<file path="src/rtl/fc_layer_mac.sv">
// Fully-connected layer: collects an IN_DIM activation vector, then computes and streams
// OUT_DIM biased dot products using 1-cycle-latency weight/bias ROMs. ROM contents come from W_INIT/B_INIT.
module fc_layer_mac #(
   parameter int IN_DIM     = 32,
   parameter int OUT_DIM    = 10,
   parameter int DATA_W     = 8,
   parameter int ACC_W      = 24,
   parameter int BIAS_SHIFT = 0,
   parameter int RELU       = 1,
   parameter logic [IN_DIM*OUT_DIM*DATA_W-1:0] W_INIT = '0,
   parameter logic [OUT_DIM*DATA_W-1:0]        B_INIT = '0,
   localparam int IDX_W = (OUT_DIM > 1) ? $clog2(OUT_DIM) : 1
) (
   input  logic              clk,
   input  logic              rst_n,
   input  logic              in_valid,
   output logic              in_ready,
   input  logic [DATA_W-1:0] in_data,
   output logic              out_valid,
   input  logic              out_ready,
   output logic [ACC_W-1:0]  out_data,
   output logic [IDX_W-1:0]  out_idx,
   output logic              out_last,
   output logic              busy
);

   localparam int W_DEPTH = IN_DIM * OUT_DIM;
   localparam int W_AW    = (W_DEPTH > 1) ? $clog2(W_DEPTH) : 1;
   localparam int X_AW    = (IN_DIM > 1) ? $clog2(IN_DIM) : 1;
   localparam int CNT_W   = $clog2(IN_DIM + 2);
   localparam int PROD_W  = 2 * DATA_W;

   typedef enum logic [1:0] {COLLECT, PREP, MAC, EMIT} state_t;

   state_t                    state_reg, state_next;
   logic                      armed_reg;
   logic [CNT_W-1:0]          cnt_reg;
   logic [IDX_W-1:0]          o_reg;
   logic [W_AW-1:0]           base_reg;
   logic [W_AW-1:0]           w_addr;
   logic signed [DATA_W-1:0]  x_mem [IN_DIM];
   logic signed [DATA_W-1:0]  w_rom [W_DEPTH];
   logic signed [DATA_W-1:0]  b_rom [OUT_DIM];
   logic signed [DATA_W-1:0]  w_q_reg, b_q_reg, x_sel;
   logic signed [PROD_W-1:0]  prod;
   logic signed [ACC_W-1:0]   acc_reg, acc_next, bias_ext, result;
   logic                      accept, last_neuron, mac_first, mac_last;

   genvar gi;
   generate
      for (gi = 0; gi < W_DEPTH; gi++) begin : g_wrom
         assign w_rom[gi] = W_INIT[gi*DATA_W +: DATA_W];
      end
      for (gi = 0; gi < OUT_DIM; gi++) begin : g_brom
         assign b_rom[gi] = B_INIT[gi*DATA_W +: DATA_W];
      end
   endgenerate

   assign accept      = in_valid && in_ready;
   assign last_neuron = (o_reg == IDX_W'(OUT_DIM - 1));
   assign mac_first   = (cnt_reg == '0);
   assign mac_last    = (cnt_reg == CNT_W'(IN_DIM));

   // Address for MAC step k is issued one cycle ahead of its use; the final step re-reads the row base.
   assign w_addr = (state_reg == MAC && cnt_reg < CNT_W'(IN_DIM)) ? base_reg + W_AW'(cnt_reg) : base_reg;

   always_ff @(posedge clk) begin
      w_q_reg <= w_rom[w_addr];
      b_q_reg <= b_rom[o_reg];
   end

   always_ff @(posedge clk) begin
      if (accept) x_mem[X_AW'(cnt_reg)] <= in_data;
   end

   assign x_sel    = x_mem[X_AW'(cnt_reg - CNT_W'(1))];
   assign prod     = w_q_reg * x_sel;
   assign acc_next = acc_reg + {{(ACC_W-PROD_W){prod[PROD_W-1]}}, prod};
   assign bias_ext = {{(ACC_W-DATA_W){b_q_reg[DATA_W-1]}}, b_q_reg} <<< BIAS_SHIFT;
   assign result   = (RELU != 0 && acc_next[ACC_W-1]) ? '0 : acc_next;

   always_ff @(posedge clk or negedge rst_n) begin
      if (!rst_n) state_reg <= COLLECT;
      else        state_reg <= state_next;
   end

   always_comb begin
      state_next = state_reg;
      unique case (state_reg)
         COLLECT: if (accept && cnt_reg == CNT_W'(IN_DIM - 1)) state_next = PREP;
         PREP:    state_next = MAC;
         MAC:     if (mac_last) state_next = EMIT;
         EMIT:    if (out_ready) state_next = last_neuron ? COLLECT : PREP;
         default: state_next = COLLECT;
      endcase
   end

   always_comb begin
      in_ready  = (state_reg == COLLECT) && armed_reg;
      out_valid = (state_reg == EMIT);
      busy      = (state_reg != COLLECT);
   end

   always_ff @(posedge clk or negedge rst_n) begin
      if (!rst_n) begin
         armed_reg <= 1'b0;
         cnt_reg   <= '0;
         o_reg     <= '0;
         base_reg  <= '0;
         acc_reg   <= '0;
         out_data  <= '0;
         out_idx   <= '0;
         out_last  <= 1'b0;
      end else begin
         armed_reg <= 1'b1;
         case (state_reg)
            COLLECT: if (accept) cnt_reg <= cnt_reg + CNT_W'(1);
            PREP:    cnt_reg <= '0;
            MAC: begin
               cnt_reg <= cnt_reg + CNT_W'(1);
               acc_reg <= mac_first ? bias_ext : acc_next;
               if (mac_last) begin
                  out_data <= result;
                  out_idx  <= o_reg;
                  out_last <= last_neuron;
               end
            end
            EMIT: begin
               if (out_ready) begin
                  cnt_reg <= '0;
                  if (last_neuron) begin
                     o_reg    <= '0;
                     base_reg <= '0;
                  end else begin
                     o_reg    <= o_reg + IDX_W'(1);
                     base_reg <= base_reg + W_AW'(IN_DIM);
                  end
               end
            end
            default: ;
         endcase
      end
   end

endmodule

</file>
<file path="config.mk">
export PLATFORM = sky130hd
export DESIGN_NAME = fc_layer_mac
export DESIGN_NICKNAME = d
export VERILOG_FILES = /design/src/rtl/fc_layer_mac.sv
export SDC_FILE = /design/constraint.sdc
export NUM_CORES = 1
export LEC_CHECK = 0
export CORE_ASPECT_RATIO = 1.75
export CORE_UTILIZATION = 30
export CTS_BUF_LIST = sky130_fd_sc_hd__clkbuf_8 sky130_fd_sc_hd__clkbuf_16
export DETAILED_ROUTE_END_ITERATION = 8
export PLACE_DENSITY = 0.58
export RECOVER_POWER = 50
export SYNTH_ARGS = -nofsm -noshare
export SYNTH_HDL_FRONTEND = slang
export SYNTH_SLANG_ARGS = --single-unit
</file>
<file path="constraint.sdc">
create_clock -name clk -period 1.9 [get_ports clk]
set_clock_uncertainty 0.2 [all_clocks]
set_input_delay 0.38 -clock clk [delete_from_list [all_inputs] [get_ports clk]]
set_output_delay 0.38 -clock clk [all_outputs]
set_load 0.01 [all_outputs]
</file>
==> qor.txt, run 1 <==
status: finished, violations left
failing checks: setup timing
Vias: 869
nets@finish: 160
Clock Latency Late Sink: 0.26 ns
CTS tree: built
Initial Util: 31.7%
largest family of logic cells by synthesized area: buffers and inverters
Placed Area: 0.00130 mm2
CP Launch Type: flop
worst reg2reg setup slack: -0.01 ns
Worst Setup EP: state_reg[1]
Req. time, crit path: 1.85 ns
fin area: 0.00136 mm2
Initial DRC Count: 12
critical-path cell list: inv_1, ha_2, nor4b_4, a21bo_1, and3_4, mux2_4
first-pass GRT wire length: 3650 um
RSZ-0062 raised after global routing: yes
Area Overhead vs Synth: 18.4%
Port Buf Inserts: 11
drt total wl: 2300 um
hold crit path type: flop to flop
Reg2Reg Depth: 6
CTS Root Cell: clkbuf_8
worst reg2reg endpoint: state_reg[1]
vias per cell: 4.67
antenna cells: 0
max_cap viols: 0
CP max stage delay: 0.42 ns
worst flop-to-flop path startpoint: cnt_reg[0]
initial antenna violation count: 0
Post-Synth XOR/XNOR Area: 1.53%
Worst path slowest cell: dfrtp_1
drt pass-1 iters: 4
PwrDens: 1310 mW/mm2
Post-Synthesis Cells: 115
CP Capture Type: flop
Final period util: 101%
Slew Limit Fails: 0
measured slew at the worst slew-check pin: 1.04 ns
Detail Placement HPWL: 1770 um
Simple-Gate Fraction of Synth Area: 17.1%
die extent in x: 48.8 um
layout cells sized above 1: 19.3%
H-tree depth: 1
dpl ws: -0.259 ns
Netlist cell types: 37
Rel. slew slack: 30.4%
crit path kind: flop to flop
hold buffers post-CTS: 0
Die Y: 83.9 um
final setup fails: 1
WHS: 0.295 ns
# clock sinks: 18
Worst Path Arrival: 1.86 ns
setup ws final: -0.0140 ns
Critical Path Start: cnt_reg[0]
IO Pins: 44
drt wl/cell: 12.4 um
Synth Area in Compound Gates: 11.3%
crit path time final: 1.91 ns
Yosys reg bits: 18
core area: 0.00363 mm2
Crit Path Max Fanout: 5
gpl congestion: 0.852
WHS Path Cells: 1
vias in the first global route: 823
Mean Syn Cell Area: 9.99 um2
TritonCTS Buffers: 3
drt drc: 0
Layout Cells excl Fill: 186
Seq/Total Area, Yosys: 39.2%
largest net degree at the start of global routing: 19
Cell Area, Synth: 0.00115 mm2
grt ovf: 0
Die ar.: 0.00409 mm2
max FFs per register: 6
Post-Synth Adder-Cell Area: 7.63%
Max Clock Freq: 0.522 GHz
# placed instances: 181
mux cell area share after synthesis: 5.23%
Static Leakage: 0.000660 uW
Max Buffers Root-to-Sink: 2
All-Layer GR Usage: 11.9%
Hold Vio Cnt, Final: 0
Row Count: 29
maximum VDD drop: 446 uV
Syn. warnings: 0
post-route ant nets: 0
total power: 1780 uW
Worst-path clk slew: 0.07 ns
==> logic make-up after synthesis <==
family,count (synthesis)
other,2
buffers and inverters,29
flip-flops,18
adder cells (fa/ha/maj),7
XOR/XNOR,2
multiplexers,5
AND/OR/NAND/NOR,32
AO/OA/AOI/OAI,20
==> routing by layer <==
metal	GRT usage, %	part of all wire, %	up-vias
met5	0	0	-
met4	7.49	4.1	0
met1	10.6	35	421
li1	-	-	397
met2	23.2	56	41
met3	2.00	4.7	10
==> critical path: cells and delay by family, from the launching register on <==
kind                       cells  cell delay [ns]
AOI/OAI and AO/OA              1             0.19
adders and majority gates      1             0.18
buffers and inverters          1             0.07
DFF                            1             0.42
muxes                          1             0.30
and+or+nand+nor                2             0.45
==> layout make-up <==
type | count | area (um2)
clock buffer | 4 | 55.1
fill | 381 | 2270
inverter | 5 | 18.8
multi-input combinational | 91 | 599
sequential | 18 | 452
tap | 46 | 57.6
timing repair buffer | 22 | 178
==> how the worst min path moves through the flow <==
stage	slack, ns	end	start
final	0.30	out_idx[3]	out_idx[3]
after global routing	0.33	out_idx[0]	out_idx[0]
after CTS	0.26	o_reg[0]	rst_n
after detailed placement	0.28	out_idx[3]	out_idx[3]
after global placement	0.28	out_last	out_last
after floorplan	-0.12	armed_reg	rst_n
==> report_power, final <==
group	leakage (uW)	switching, uW	internal [uW]
Combinational	0.000395	427	446
Clock	0.0000288	139	184
Sequential	0.000235	107	476
==> metrics by stage <==
stage,utilization [%],setup TNS [ns]
after floorplan,-,0
after global placement,35.8,-0.208
after detailed placement,35.8,-0.323
after CTS,37.9,-0.0143
after global routing,37.5,-0.0735
final,37.5,-0.0140
==> cells in the mapped netlist (all sizes together) <==
cell | number | area share (%)
a211oi | 1 | 0.65
a21bo | 2 | 1.7
a21o | 1 | 0.65
a22oi | 1 | 0.65
a31oi | 1 | 0.55
and2 | 2 | 1.1
and3 | 2 | 1.6
buf | 24 | 16
conb | 2 | 0.65
dfrtp | 18 | 39
ha | 7 | 7.6
inv | 5 | 1.6
mux2 | 5 | 5.2
nand2 | 10 | 3.5
nand2b | 1 | 0.76
nand3 | 5 | 2.6
nand3b | 1 | 0.65
nand4 | 1 | 0.55
nand4b | 1 | 0.76
nor2 | 2 | 0.65
nor2b | 2 | 1.1
nor3 | 1 | 0.44
nor3b | 1 | 0.65
nor4b | 1 | 1.3
o2111ai | 1 | 0.76
o211ai | 1 | 0.65
o21ai | 10 | 4.4
o31ai | 2 | 1.3
or2 | 1 | 0.55
or4b | 1 | 0.87
xnor2 | 2 | 1.5
==> placed cells by master, fill, tap and decap left out, types with 2 or more instances in the layout <==
cell	n
o21ai_0	6
xnor2_1	2
clkbuf_8	4
dlygate4sd2_1	2
dfrtp_1	17
clkdlybuf4s50_1	7
ha_2	2
mux2_1	4
nand2_1	9
ha_1	5
and2_1	2
buf_4	9
nor2b_1	2
nor2_1	2
inv_2	2
o21ai_1	4
conb_1	25
nand3_1	4
inv_1	3
clkbuf_1	2
o31ai_1	2
==> repair_timing <==
item | in CTS | in global routing
pin swaps | 0 | 2
gates resized for setup | 10 | 4
cloned | 0 | 0
endpoints found under the setup margin | 4 | 5
setup buffers | 0 | 1
Power figures use the tool's default switching activity.
==> run 2, diff against run 1 <==
- ABC_CLOCK_PERIOD_IN_PS: default -> 1900
==> results of run 2 <==
No change in the layout: final DEF, timing and power equal those of run 1.
